$ cat config.mk
export PLATFORM = sky130hd
export DESIGN_NAME = ccu_wb_unit_flat
export DESIGN_NICKNAME = d
export VERILOG_FILES = /design/src/rtl/ccu_wb_unit_if.sv /design/src/rtl/ccu_wb_unit.sv /design/src/flat_wrapper.sv
export SDC_FILE = /design/constraint.sdc
export NUM_CORES = 1
export LEC_CHECK = 0
export ABC_CLOCK_PERIOD_IN_PS = 2200
export BUFFER_PORTS_ARGS = -buffer_cell sky130_fd_sc_hd__buf_2
export CAP_MARGIN = 20
export CORE_MARGIN = 3
export CORE_UTILIZATION = 31
export CTS_CLUSTER_SIZE = 16
export DETAILED_ROUTE_END_ITERATION = 8
export MAX_ROUTING_LAYER = met4
export PLACE_DENSITY = 0.73
export SLEW_MARGIN = 20
export SYNTH_ARGS = -nofsm -noshare
export SYNTH_HDL_FRONTEND = slang
export SYNTH_SLANG_ARGS = --single-unit
$ cat constraint.sdc
create_clock -name clk_i -period 2.2 [get_ports clk_i]
set_clock_uncertainty 0.2 [all_clocks]
set_input_delay 0.44 -clock clk_i [delete_from_list [all_inputs] [get_ports clk_i]]
set_output_delay 0.44 -clock clk_i [all_outputs]
set_load 0.005 [all_outputs]
$ cat src/rtl/ccu_wb_unit_if.sv
// Bus bundle for the write-back engine: command, snoop data (CD), AXI AW/W/B and completion.
// Signal suffixes are as seen from the write-back unit, which uses the master modport.
interface ccu_wb_unit_if #(
    parameter int unsigned AddrWidth = 64,
    parameter int unsigned DataWidth = 64,
    parameter int unsigned IdWidth   = 4
);
    logic                   cmd_valid_i;
    logic                   cmd_ready_o;
    logic [AddrWidth-1:0]   cmd_addr_i;
    logic [IdWidth-1:0]     cmd_id_i;
    logic [7:0]             cmd_len_i;
    logic [2:0]             cmd_size_i;

    logic                   cd_valid_i;
    logic                   cd_ready_o;
    logic [DataWidth-1:0]   cd_data_i;
    logic                   cd_last_i;

    logic                   aw_valid_o;
    logic                   aw_ready_i;
    logic [AddrWidth-1:0]   aw_addr_o;
    logic [IdWidth-1:0]     aw_id_o;
    logic [7:0]             aw_len_o;
    logic [2:0]             aw_size_o;
    logic [1:0]             aw_burst_o;

    logic                   w_valid_o;
    logic                   w_ready_i;
    logic [DataWidth-1:0]   w_data_o;
    logic [DataWidth/8-1:0] w_strb_o;
    logic                   w_last_o;

    logic                   b_valid_i;
    logic                   b_ready_o;
    logic [IdWidth-1:0]     b_id_i;
    logic [1:0]             b_resp_i;

    logic                   done_valid_o;
    logic                   done_ready_i;
    logic [1:0]             done_resp_o;

    modport master (
        input  cmd_valid_i, cmd_addr_i, cmd_id_i, cmd_len_i, cmd_size_i,
        input  cd_valid_i, cd_data_i, cd_last_i,
        input  aw_ready_i, w_ready_i,
        input  b_valid_i, b_id_i, b_resp_i,
        input  done_ready_i,
        output cmd_ready_o, cd_ready_o,
        output aw_valid_o, aw_addr_o, aw_id_o, aw_len_o, aw_size_o, aw_burst_o,
        output w_valid_o, w_data_o, w_strb_o, w_last_o,
        output b_ready_o,
        output done_valid_o, done_resp_o
    );

    modport slave (
        output cmd_valid_i, cmd_addr_i, cmd_id_i, cmd_len_i, cmd_size_i,
        output cd_valid_i, cd_data_i, cd_last_i,
        output aw_ready_i, w_ready_i,
        output b_valid_i, b_id_i, b_resp_i,
        output done_ready_i,
        input  cmd_ready_o, cd_ready_o,
        input  aw_valid_o, aw_addr_o, aw_id_o, aw_len_o, aw_size_o, aw_burst_o,
        input  w_valid_o, w_data_o, w_strb_o, w_last_o,
        input  b_ready_o,
        input  done_valid_o, done_resp_o
    );
endinterface

$ cat src/rtl/ccu_wb_unit.sv
// Write-back engine: one command plus a CD beat stream becomes a single AXI INCR write burst
// (AW, W beats, B), completed with a merged response on the done channel.
module ccu_wb_unit #(
    parameter int unsigned AddrWidth = 64,
    parameter int unsigned DataWidth = 64,
    parameter int unsigned IdWidth   = 4
) (
    input  logic          clk_i,
    input  logic          rst_ni,
    ccu_wb_unit_if.master bus
);

    typedef enum logic [2:0] {IDLE, AW, W, B, DONE} state_e;

    localparam logic [1:0] RespSlvErr = 2'b10;

    state_e               state_q, state_d;
    logic [AddrWidth-1:0] addr_q;
    logic [IdWidth-1:0]   id_q;
    logic [7:0]           len_q;
    logic [2:0]           size_q;
    logic [7:0]           cnt_q;
    logic                 err_q;
    logic [1:0]           resp_q;

    logic cmd_ready, aw_valid, w_valid, cd_ready, b_ready, done_valid;
    logic last_beat, cmd_hs, w_hs, b_hs;

    assign last_beat = (cnt_q == len_q);
    assign cmd_hs    = cmd_ready & bus.cmd_valid_i;
    assign w_hs      = w_valid & bus.w_ready_i;
    assign b_hs      = b_ready & bus.b_valid_i;

    always_ff @(posedge clk_i or negedge rst_ni) begin
        if (!rst_ni) begin
            state_q <= IDLE;
        end else begin
            state_q <= state_d;
        end
    end

    always_comb begin
        state_d = state_q;
        case (state_q)
            IDLE:    if (bus.cmd_valid_i)              state_d = AW;
            AW:      if (bus.aw_ready_i)               state_d = W;
            W:       if (w_hs && last_beat)            state_d = B;
            B:       if (bus.b_valid_i)                state_d = DONE;
            DONE:    if (bus.done_ready_i)             state_d = IDLE;
            default:                                   state_d = IDLE;
        endcase
    end

    // W is a combinational pass-through of CD, gated only by the state.
    always_comb begin
        cmd_ready  = 1'b0;
        aw_valid   = 1'b0;
        w_valid    = 1'b0;
        cd_ready   = 1'b0;
        b_ready    = 1'b0;
        done_valid = 1'b0;
        case (state_q)
            IDLE: cmd_ready = 1'b1;
            AW:   aw_valid  = 1'b1;
            W: begin
                w_valid  = bus.cd_valid_i;
                cd_ready = bus.w_ready_i;
            end
            B:    b_ready    = 1'b1;
            DONE: done_valid = 1'b1;
            default: ;
        endcase
    end

    // Burst length comes from the command; cd_last_i only feeds the framing check.
    always_ff @(posedge clk_i or negedge rst_ni) begin
        if (!rst_ni) begin
            addr_q <= '0;
            id_q   <= '0;
            len_q  <= '0;
            size_q <= '0;
            cnt_q  <= '0;
            err_q  <= 1'b0;
            resp_q <= '0;
        end else begin
            if (cmd_hs) begin
                addr_q <= bus.cmd_addr_i;
                id_q   <= bus.cmd_id_i;
                len_q  <= bus.cmd_len_i;
                size_q <= bus.cmd_size_i;
                cnt_q  <= '0;
                err_q  <= 1'b0;
            end
            if (w_hs) begin
                if (!last_beat) cnt_q <= cnt_q + 8'd1;
                if (bus.cd_last_i != last_beat) err_q <= 1'b1;
            end
            if (b_hs) begin
                if (bus.b_id_i != id_q) err_q <= 1'b1;
                resp_q <= (err_q || (bus.b_id_i != id_q)) ? RespSlvErr : bus.b_resp_i;
            end
        end
    end

    assign bus.cmd_ready_o  = cmd_ready;
    assign bus.cd_ready_o   = cd_ready;
    assign bus.aw_valid_o   = aw_valid;
    assign bus.aw_addr_o    = addr_q;
    assign bus.aw_id_o      = id_q;
    assign bus.aw_len_o     = len_q;
    assign bus.aw_size_o    = size_q;
    assign bus.aw_burst_o   = 2'b01;
    assign bus.w_valid_o    = w_valid;
    assign bus.w_data_o     = bus.cd_data_i;
    assign bus.w_strb_o     = {(DataWidth/8){1'b1}};
    assign bus.w_last_o     = (state_q == W) && last_beat;
    assign bus.b_ready_o    = b_ready;
    assign bus.done_valid_o = done_valid;
    assign bus.done_resp_o  = resp_q;

endmodule

$ cat src/flat_wrapper.sv
// flat-port wrapper written by rule: the top's interface ports become plain ports
module ccu_wb_unit_flat 
#(
    parameter int unsigned AddrWidth = 64,
    parameter int unsigned DataWidth = 64,
    parameter int unsigned IdWidth   = 4
)
  (clk_i, rst_ni, bus_cmd_valid_i, bus_cmd_addr_i, bus_cmd_id_i, bus_cmd_len_i, bus_cmd_size_i, bus_cd_valid_i, bus_cd_data_i, bus_cd_last_i, bus_aw_ready_i, bus_w_ready_i, bus_b_valid_i, bus_b_id_i, bus_b_resp_i, bus_done_ready_i, bus_cmd_ready_o, bus_cd_ready_o, bus_aw_valid_o, bus_aw_addr_o, bus_aw_id_o, bus_aw_len_o, bus_aw_size_o, bus_aw_burst_o, bus_w_valid_o, bus_w_data_o, bus_w_strb_o, bus_w_last_o, bus_b_ready_o, bus_done_valid_o, bus_done_resp_o);
  ccu_wb_unit_if #(.AddrWidth(AddrWidth), .DataWidth(DataWidth), .IdWidth(IdWidth)) bus_i ();
  input  logic clk_i;
  input  logic rst_ni;
  input wire logic [$bits(bus_i.cmd_valid_i)-1:0] bus_cmd_valid_i;
  input wire logic [$bits(bus_i.cmd_addr_i)-1:0] bus_cmd_addr_i;
  input wire logic [$bits(bus_i.cmd_id_i)-1:0] bus_cmd_id_i;
  input wire logic [$bits(bus_i.cmd_len_i)-1:0] bus_cmd_len_i;
  input wire logic [$bits(bus_i.cmd_size_i)-1:0] bus_cmd_size_i;
  input wire logic [$bits(bus_i.cd_valid_i)-1:0] bus_cd_valid_i;
  input wire logic [$bits(bus_i.cd_data_i)-1:0] bus_cd_data_i;
  input wire logic [$bits(bus_i.cd_last_i)-1:0] bus_cd_last_i;
  input wire logic [$bits(bus_i.aw_ready_i)-1:0] bus_aw_ready_i;
  input wire logic [$bits(bus_i.w_ready_i)-1:0] bus_w_ready_i;
  input wire logic [$bits(bus_i.b_valid_i)-1:0] bus_b_valid_i;
  input wire logic [$bits(bus_i.b_id_i)-1:0] bus_b_id_i;
  input wire logic [$bits(bus_i.b_resp_i)-1:0] bus_b_resp_i;
  input wire logic [$bits(bus_i.done_ready_i)-1:0] bus_done_ready_i;
  output wire logic [$bits(bus_i.cmd_ready_o)-1:0] bus_cmd_ready_o;
  output wire logic [$bits(bus_i.cd_ready_o)-1:0] bus_cd_ready_o;
  output wire logic [$bits(bus_i.aw_valid_o)-1:0] bus_aw_valid_o;
  output wire logic [$bits(bus_i.aw_addr_o)-1:0] bus_aw_addr_o;
  output wire logic [$bits(bus_i.aw_id_o)-1:0] bus_aw_id_o;
  output wire logic [$bits(bus_i.aw_len_o)-1:0] bus_aw_len_o;
  output wire logic [$bits(bus_i.aw_size_o)-1:0] bus_aw_size_o;
  output wire logic [$bits(bus_i.aw_burst_o)-1:0] bus_aw_burst_o;
  output wire logic [$bits(bus_i.w_valid_o)-1:0] bus_w_valid_o;
  output wire logic [$bits(bus_i.w_data_o)-1:0] bus_w_data_o;
  output wire logic [$bits(bus_i.w_strb_o)-1:0] bus_w_strb_o;
  output wire logic [$bits(bus_i.w_last_o)-1:0] bus_w_last_o;
  output wire logic [$bits(bus_i.b_ready_o)-1:0] bus_b_ready_o;
  output wire logic [$bits(bus_i.done_valid_o)-1:0] bus_done_valid_o;
  output wire logic [$bits(bus_i.done_resp_o)-1:0] bus_done_resp_o;
  assign bus_i.cmd_valid_i = bus_cmd_valid_i;
  assign bus_i.cmd_addr_i = bus_cmd_addr_i;
  assign bus_i.cmd_id_i = bus_cmd_id_i;
  assign bus_i.cmd_len_i = bus_cmd_len_i;
  assign bus_i.cmd_size_i = bus_cmd_size_i;
  assign bus_i.cd_valid_i = bus_cd_valid_i;
  assign bus_i.cd_data_i = bus_cd_data_i;
  assign bus_i.cd_last_i = bus_cd_last_i;
  assign bus_i.aw_ready_i = bus_aw_ready_i;
  assign bus_i.w_ready_i = bus_w_ready_i;
  assign bus_i.b_valid_i = bus_b_valid_i;
  assign bus_i.b_id_i = bus_b_id_i;
  assign bus_i.b_resp_i = bus_b_resp_i;
  assign bus_i.done_ready_i = bus_done_ready_i;
  assign bus_cmd_ready_o = bus_i.cmd_ready_o;
  assign bus_cd_ready_o = bus_i.cd_ready_o;
  assign bus_aw_valid_o = bus_i.aw_valid_o;
  assign bus_aw_addr_o = bus_i.aw_addr_o;
  assign bus_aw_id_o = bus_i.aw_id_o;
  assign bus_aw_len_o = bus_i.aw_len_o;
  assign bus_aw_size_o = bus_i.aw_size_o;
  assign bus_aw_burst_o = bus_i.aw_burst_o;
  assign bus_w_valid_o = bus_i.w_valid_o;
  assign bus_w_data_o = bus_i.w_data_o;
  assign bus_w_strb_o = bus_i.w_strb_o;
  assign bus_w_last_o = bus_i.w_last_o;
  assign bus_b_ready_o = bus_i.b_ready_o;
  assign bus_done_valid_o = bus_i.done_valid_o;
  assign bus_done_resp_o = bus_i.done_resp_o;
  ccu_wb_unit #(.AddrWidth(AddrWidth), .DataWidth(DataWidth), .IdWidth(IdWidth)) u_core (.clk_i(clk_i), .rst_ni(rst_ni), .bus(bus_i));
endmodule
==> flow_summary.toml, run 1 <==
[final_layout]
final_nets = 794
final_cell_mix = "nand2_1, buf_2, dfrtp_1"
utilization = 0.4032
drive_gt1_frac = 0.3578
stdcell_count = 817
fin_area_um2 = 5466
area_growth_pct = 24.26
final_common_cell = "nand2_1"

[sta]
slew_viol_final = 0
finalHoldViolCount = 0
period_share = 1.004
setup_tns_ns = -0.008093
setup_viol = 1
rsz0062_at_grt = "true"
max_clock_freq_mhz = 452.9
post-route-min-period_ns = 2.208
layout_setup_ws_ns = -0.008093

[detailed_routing]
vias = 3508
drt.antenna.violating_nets = 0
vias_per_cell = 4.294
drtIter0Drc = 132
firstDrtPassIters = 4
wire_per_inst_um = 13.27
wl_mm = 10.84
drc = 0

[grt]
grt_pass1_vias = 3470
grt_overflow = 0
antenna_found_initial = 1
grtUsageTotal = 0.1435
grt_max_degree = 46
grt_pass1_wl_mm = 17.61

[worst_setup_path]
critPathMaxFanout = 3
crit_required_ns = 1.56
worstReg2RegEnd = "u_core.cnt_q[5]"
crit_type = "reg -> out"
worstPathArrival_ns = 1.57
crit_family = "simple AND/OR/NAND/NOR gates"
crit_buf_inv = 1
critPathMaxStageDelay_ns = 0.41
worst-path-stages = 4
reg2regPathDepth = 5
r2r-start = "u_core.state_q[1]"
path_cells = "xor2_1, nor4_2, and3_4, buf_6"
crit_path_end_kind = "output pin"
worstSetupStartpointType = "register"
rrSetupSlack_ns = 0.16
slowest_stage = "dfrtp_1"

[floorplan]
start_util = 0.3245
dieHeight_um = 125.1
coreArea_um2 = 13560
rows = 42
ios = 320
dieWidth_um = 125.1
die_area_um2 = 15660

[pwr]
pwr-share-seq = 0.408
ir_worst_vdd_mv = 0.4604
pwr-share-comb = 0.371
swShare = 0.3580
p_clk_frac = 0.221
p_switching_uw = 2533
p_per_area_nw_per_um2 = 1294
intPower_uw = 4542
p_leak_uw = 0.003125

[hold_path]
worstHoldStart = "bus_cmd_addr_i[52]"
whs_path_depth = 3
hp-class = "in -> reg"
holdPathEnd = "u_core.bus.aw_addr_o[52]"

[flow_run]
cap_viol_max_count = 0

[placement]
placed_area_um2 = 5029
dp.cells = 788
place.gp.congestion = 0.8482
place_hpwl_mm = 7.979
numPortBuffers = 181

[logic_synthesis]
synthAdderAreaFrac = 0.002844
syn_inst = 508
synth_top_family_by_area = "simple AND/OR/NAND/NOR gates"
yosys.area_share.simple = 0.2594
avgSynthCellArea_um2 = 8.660
synth_compound_area_frac = 0.01564
synth_area_um2 = 4399
yosys_warnings = 0
synthMuxAreaShare = 0.01593
ys_seq_elements = 93
yosysSeqAreaShare = 0.5290
synth.distinct_cells = 33
yosys.area_share.xor_xnor = 0.02588

[clock_network]
cts_made_buffers = 9
cts_tree = "built"
htreeDepth = 3
clock_latency_ns = 0.34
clkSinkCount = 93
clk_pin_slew_ns = 0.07
cts_buffer_depth = 2
root_buffer = "clkbuf_16"

[status]
violations = "negative setup slack"
status = "complete, but fails checks"
[metrics by stage]
stage	power, uW	hold WS (ns)	setup slack, ns
after floorplan	4295	-0.05559	0.2679
final	7074	0.07931	-0.008093
after global placement	5384	0.2112	0.2432
after detailed placement	5461	0.2114	0.2161
after global routing	7688	0.06360	-0.09249
after CTS	7142	0.06664	-0.009845
[per-layer routing]
layer / global-route usage / vias to the layer above / part of all wire / wire (um)
met5: - / - / 0 / 0
li1: - / 1740 / - / -
met3: 0.05032 / 39 / 0.082 / 892
met1: 0.1710 / 1591 / 0.42 / 4519
met4: 0.07079 / 0 / 0.032 / 351
met2: 0.2167 / 138 / 0.47 / 5075
[worst register-to-register path, cell delays in order (launching register included)]
cell and delay (ns):
dfrtp_1 0.49, nor3b_2 0.23, and2_1 0.20, nand2_2 0.14
or4_4 0.53, mux2i_1 0.13
[layout make-up]
class                   instances  area (um^2)
diodes                          1        2.502
flip-flops and latches         93         2328
inverters                       2        7.507
clock inverters                 6        68.82
repair buffers                203         1120
clock buffers                  10        229.0
fillers                      1373         8092
multi-input cells             326         1490
well taps                     176        220.2
[cell families (layout without fill, tap and decap cells)]
family	Yosys count	after routing
AND/OR/NAND/NOR	284	284
AO/OA/AOI/OAI	11	11
XOR/XNOR	13	13
multiplexers	7	7
flip-flops	93	93
buffers and inverters	97	221
adder cells (fa/ha/maj)	1	1
other	2	11
[worst max-delay path by stage]
stage | start | endpoint | slack, ns
after global placement | u_core.state_q[2] | u_core.bus.aw_addr_o[17] | 0.24
after global routing | u_core.cnt_q[6] | bus_w_last_o | -0.09
final | u_core.cnt_q[6] | bus_w_last_o | -0.008
after detailed placement | u_core.cnt_q[6] | u_core.cnt_q[5] | 0.22
after floorplan | u_core.state_q[0] | u_core.cnt_q[5] | 0.27
after CTS | u_core.bus.aw_len_o[2] | bus_w_last_o | -0.01
[Yosys cell counts]
master | n | area [um^2]
a311oi_1 | 1 | 8.760
buf_6 | 1 | 11.26
inv_1 | 2 | 7.510
a21oi_1 | 1 | 5.000
o311ai_0 | 1 | 8.760
o22ai_1 | 1 | 6.260
nor3_1 | 3 | 15.01
and3_2 | 1 | 7.510
dfrtp_1 | 93 | 2327
nand3_1 | 3 | 15.01
nand2_2 | 1 | 6.260
buf_2 | 4 | 20.02
a31oi_1 | 1 | 6.260
buf_4 | 75 | 563.0
o21ai_0 | 5 | 25.02
nor3b_1 | 2 | 15.01
nand2b_1 | 1 | 6.260
a32oi_1 | 1 | 8.760
and2_1 | 4 | 25.02
mux2i_1 | 7 | 70.07
xnor2_1 | 5 | 43.79
nand4_1 | 2 | 12.51
ha_1 | 1 | 12.51
xor2_1 | 8 | 70.07
or4_4 | 1 | 11.26
nor4_1 | 4 | 25.02
conb_1 | 2 | 7.510
or4_2 | 1 | 8.760
and3b_1 | 1 | 8.760
nor3b_2 | 1 | 12.51
clkbuf_1 | 15 | 56.30
nor2_1 | 4 | 15.01
nand2_1 | 255 | 957.2
[power by group through the flow]
stage | Sequential, uW | Combinational (uW) | Clock (uW)
final | 2890 | 2620 | 1560
after global placement | 2890 | 2490 | 0
after detailed placement | 2920 | 2550 | 0
after CTS | 2890 | 2630 | 1620
after global routing | 2990 | 3000 | 1700
after floorplan | 2940 | 1350 | 0
[state kept, by name, indices dropped and copies added (netlist names)]
| name | flops |
|---|---|
| u_core.bus.aw_size_o | 3 |
| u_core.state_q | 3 |
| u_core.bus.done_resp_o | 2 |
| u_core.bus.aw_id_o | 4 |
| u_core.cnt_q | 8 |
| u_core.err_q | 1 |
| u_core.bus.aw_addr_o | 64 |
| u_core.bus.aw_len_o | 8 |
[repair_timing]
| item | in CTS | in global routing |
|---|---|---|
| hold buffers | 1 | 0 |
| endpoints found under the setup margin | 1 | 2 |
| endpoints found under the hold margin | 28 | 0 |
| gates resized for setup | 3 | 5 |
| pin swaps | 2 | 4 |
| setup buffers | 6 | 5 |
(Power assumes the default switching activity.)
==> run 2: changes to the inputs <==
- CORE_AREA: unset -> 3 3 125 127
- CORE_MARGIN: 3 -> unset
- CORE_UTILIZATION: 31 -> unset
- DIE_AREA: unset -> 0 0 128 130
- HOLD_SLACK_MARGIN: unset -> 0.08
- PLACE_DENSITY: 0.73 -> 0.71
==> flow_summary.toml, run 2 (synthesis results as in run 1) <==
[status]
status = "finished, final reports clean"

[placement]
dp.cells = 793
pre_cts_slack_ns = 0.1797
numPortBuffers = 181
place.gp.congestion = 0.7877
place_hpwl_mm = 7.911

[grt]
grt_overflow = 0
grtUsageTotal = 0.1441
grt_max_degree = 66
grt_pass1_wl_mm = 18.35
grt_pass1_vias = 3623
antenna_found_initial = 2

[hold_path]
hp-class = "in -> reg"
whs_path_depth = 3
holdPathEnd = "u_core.bus.aw_addr_o[10]"
worstHoldStart = "bus_cmd_addr_i[10]"

[worst_setup_path]
crit_required_ns = 1.56
crit_path_end_kind = "output pin"
worstReg2RegEnd = "u_core.cnt_q[5]"
worstPathArrival_ns = 1.56
worstSetupStartpointType = "register"
path_cells = "xor2_1, nor4_2, and3_4, buf_6"
startpoint = "u_core.cnt_q[6]"
slowest_stage = "dfrtp_1"
rrSetupSlack_ns = 0.12
reg2regPathDepth = 5
critPathMaxStageDelay_ns = 0.39
critPathMaxFanout = 2
crit_type = "reg -> out"
r2r-start = "u_core.state_q[1]"

[sta]
finalHoldViolCount = 0
slew_viol_final = 0
max_clock_freq_mhz = 455.2
setup_viol = 0
rsz0062_at_grt = "true"
hold_ws_ns = 0.09489
layout_setup_ws_ns = 0.003174
post-route-min-period_ns = 2.197
period_share = 0.9986

[flow_run]
cap_viol_max_count = 0

[clock_network]
root_buffer = "clkbuf_16"
htreeDepth = 3
cts_made_buffers = 9
clock_latency_ns = 0.34
clk_pin_slew_ns = 0.07
cts_buffer_depth = 2
cts_tree = "built"
clkSinkCount = 93

[floorplan]
start_util = 0.3027
die_area_um2 = 16640
dieHeight_um = 130
rows = 44
dieWidth_um = 128
coreArea_um2 = 14530
ios = 320

[final_layout]
drive_gt1_frac = 0.3280
final_common_cell = "nand2_1"
final_cell_mix = "nand2_1, buf_2, dfrtp_1"
final_nets = 840
utilization = 0.4086
stdcell_count = 872
area_growth_pct = 34.98
largest_register_ffs = 64

[pwr]
p_leak_uw = 0.003311
finalPower_uw = 7088
ir_worst_vdd_mv = 0.4203
p_per_area_nw_per_um2 = 1194

[detailed_routing]
vias = 3724
drt.antenna.violating_nets = 0
wire_per_inst_um = 13.34
vias_per_cell = 4.271
drtIter0Drc = 227
firstDrtPassIters = 4
wl_mm = 11.63
drc = 0
run 2: area by class of cell:
| class | instances | area (um^2) |
|---|---|---|
| well taps | 184 | 230.2 |
| multi-input cells | 326 | 1469 |
| clock buffers | 11 | 242.7 |
| fillers | 1445 | 8596 |
| flip-flops and latches | 93 | 2330 |
| clock inverters | 5 | 41.29 |
| diodes | 2 | 5.005 |
| repair buffers | 249 | 1613 |
| inverters | 2 | 7.507 |
run 2: where the power goes:
part	internal, uW	leakage, uW	switching, uW
sequential	2450	0.00117	440
combinational	1260	0.00201	1440
clock	808	0.000133	687
run 2: through the flow:
| step | area [um^2] | setup TNS, ns |
|---|---|---|
| after CTS | 5882 | -0.02198 |
| after detailed placement | 5041 | 0 |
| final | 5938 | 0 |
| after floorplan | 4429 | 0 |
| after global routing | 5938 | -0.09761 |
| after global placement | 5041 | 0 |
run 2: worst max-delay path by stage:
stage | endpoint | slack (ns) | depth (start not counted)
2_1_floorplan | u_core.cnt_q[5] | 0.27 | 6
3_3_place_gp | u_core.cnt_q[5] | 0.22 | 5
3_5_place_dp | u_core.cnt_q[5] | 0.18 | 5
4_1_cts | bus_w_last_o | -0.02 | 4
5_1_grt | bus_w_last_o | -0.1 | 4
6_report | bus_w_last_o | 0.003 | 4
run 2: per-layer routing:
metal	up-vias	share of wire	track usage
li1	1831	-	-
met1	1740	0.42	0.1721
met2	128	0.49	0.2286
met3	25	0.070	0.05117
met4	0	0.018	0.04744
met5	-	0	-
run 2: timing repair:
item,CTS,global route
gates resized for setup,5,1
setup endpoints to repair,1,2
hold buffers,48,2
buffers inserted,7,4
endpoints found under the hold margin,140,2
pin swaps,4,2
run 2: worst max-delay path: cells and delay by family (launching register included):
| family | cells | cell delay (ns) |
|---|---|---|
| xor gates and xnor gates | 1 | 0.17 |
| DFF | 1 | 0.39 |
| buffers and inverters | 1 | 0.09 |
| and+or+nand+nor | 2 | 0.56 |
==> run 3: changes to the inputs <==
- ABC_AREA: unset -> 1
- ABC_CLOCK_PERIOD_IN_PS: 2200 -> 1900
- CORE_AREA: 3 3 125 127 -> 3 3 123 125
- DIE_AREA: 0 0 128 130 -> 0 0 126 128
- PLACE_DENSITY: 0.71 -> 0.78
- SKIP_CTS_REPAIR_TIMING: unset -> 1
- clock period: 2.2 -> 1.9 ns (I/O delays scaled with it)
==> flow_summary.toml, run 3 <==
[logic_synthesis]
synth_top_area_cell = "dfrtp_1"
synth_edf_count = 0
yosysSeqAreaShare = 0.4896
synth.distinct_cells = 25
synth.top_cells.by_count = "dfrtp_1, buf_4, nand2_1, mux2_4, inv_1"
synthArstFlopShare = 1.000
yosysMostFrequentCell = "dfrtp_1"
synth_top_area_frac = 0.4896
yosys_warnings = 0
syn_inst = 410
avgSynthCellArea_um2 = 11.59
synth-main-ff-cell = "dfrtp_1"
synth_area_um2 = 4753
ys_seq_elements = 93
yosys-top-cells-area = "dfrtp_1, mux2_4, buf_4"

[worst_setup_path]
rrSetupSlack_ns = 0.07
worstReg2RegEnd = "u_core.bus.aw_addr_o[21]"
worstPathArrival_ns = 1.44
reg2regPathDepth = 4
crit_end = "bus_w_last_o"
crit_path_end_kind = "output pin"
critPathMaxFanout = 2
crit_required_ns = 1.32
crit_type = "reg -> out"
r2r-start = "u_core.state_q[2]"
worstSetupStartpointType = "register"
startpoint = "u_core.cnt_q[3]"

[detailed_routing]
drc = 0
wl_mm = 12.66
vias_per_cell = 4.434
drt.antenna.violating_nets = 0
wire_per_inst_um = 15.80
drtIter0Drc = 204
firstDrtPassIters = 4
vias = 3552

[status]
violations = "negative setup slack"
status = "complete, but fails checks"

[clock_network]
htreeDepth = 3
cts_buffer_depth = 2
clock_latency_ns = 0.35
clkSinkCount = 93
cts_tree = "built"
clk_pin_slew_ns = 0.06
cts_made_buffers = 9
root_buffer = "clkbuf_16"

[sta]
slew_viol_final = 0
post-route-min-period_ns = 2.016
max_clock_freq_mhz = 496.1
rsz0062_at_grt = "true"
finalHoldViolCount = 0
setup_viol = 1
layout_setup_ws_ns = -0.1157
period_share = 1.061

[final_layout]
final_common_cell = "buf_2"
antenna_cells = 0
final_cell_mix = "buf_2, dfrtp_1, dlygate4sd3_1"
largest_register_ffs = 64
fin_area_um2 = 6611
drive_gt1_frac = 0.5105
final_nets = 775
area_growth_pct = 39.09

[floorplan]
dieHeight_um = 128
die_area_um2 = 16130
rows = 43
start_util = 0.3398
coreArea_um2 = 13990
ios = 320
dieWidth_um = 126

[hold_path]
hp-class = "in -> reg"

[placement]
place.gp.congestion = 0.8169
numPortBuffers = 181
placed_area_um2 = 5369
place_hpwl_mm = 8.423

[grt]
grt_pass1_wl_mm = 17.09
grt_pass1_vias = 3287
grtUsageTotal = 0.1391
grt_overflow = 0
antenna_found_initial = 0
grt_max_degree = 60

[pwr]
ir_worst_vdd_mv = 0.8904
p_per_area_nw_per_um2 = 1442
finalPower_uw = 9536
p_leak_uw = 0.003485

[flow_run]
cap_viol_max_count = 0
[run 3: worst max-delay path, cell delays in order (launching register included)]
cell     delay, ns
dfrtp_2       0.43
xnor2_2       0.17
nand2_2       0.09
nor2_4        0.13
nand2_2       0.08
nor2_1        0.09
buf_2         0.11
[run 3: area by class of cell]
cell class | instances | area (um^2)
clock inverter | 5 | 106.4
inverter | 28 | 106.4
sequential | 93 | 2338
clock buffer | 11 | 252.7
fill | 1227 | 7377
tap | 180 | 225.2
multi-input combinational | 213 | 1772
timing repair buffer | 271 | 1810
[run 3: worst min-delay path by stage]
stage / slack (ns) / cells after the start / to / startpoint
2_1_floorplan: -0.12 / 0 / u_core.bus.aw_addr_o[0] / rst_ni
3_3_place_gp: 0.07 / 1 / u_core.bus.aw_addr_o[45] / rst_ni
3_5_place_dp: 0.07 / 1 / u_core.bus.aw_addr_o[45] / rst_ni
4_1_cts: -0.30 / 1 / u_core.bus.aw_addr_o[45] / rst_ni
5_1_grt: 0.08 / 2 / u_core.bus.aw_addr_o[0] / bus_cmd_addr_i[0]
6_report: 0.08 / 3 / u_core.bus.aw_len_o[4] / bus_cmd_len_i[4]
[run 3: logic make-up after synthesis]
kind of cell,share of synthesized area
mux,0.2187
buf+inv,0.1582
other cells,0.001580
xor+xnor,0.02211
simple gates,0.09213
fa+ha+maj,0.002632
flops,0.4896
compound gates,0.01500
[run 3: power by group]
part	leakage, uW	total (uW)	internal [uW]	switching [uW]
logic	0.00222	3900	2350	1540
clock network	0.000172	2120	1360	764
registers	0.00110	3510	2930	589
total	0.00349	9540	6640	2900
[run 3: metrics by stage]
step	TNS, ns	std cells	util	hold slack (ns)	setup WS (ns)
after floorplan	0	418	-	-0.1156	0.2112
after global placement	0	702	0.3838	0.07081	0.1870
final	-0.1157	801	0.4726	0.08485	-0.1157
after detailed placement	0	702	0.3838	0.07076	0.1401
after global routing	-0.2497	801	0.4726	0.08132	-0.2278
after CTS	-0.2934	718	0.4095	-0.3042	-0.1981
[run 3: per-layer routing]
layer | vias up | share of wire | GRT usage
li1 | 1649 | - | -
met3 | 22 | 0.10 | 0.07000
met5 | - | 0 | -
met2 | 220 | 0.49 | 0.2144
met1 | 1661 | 0.39 | 0.1615
met4 | 0 | 0.016 | 0.03849
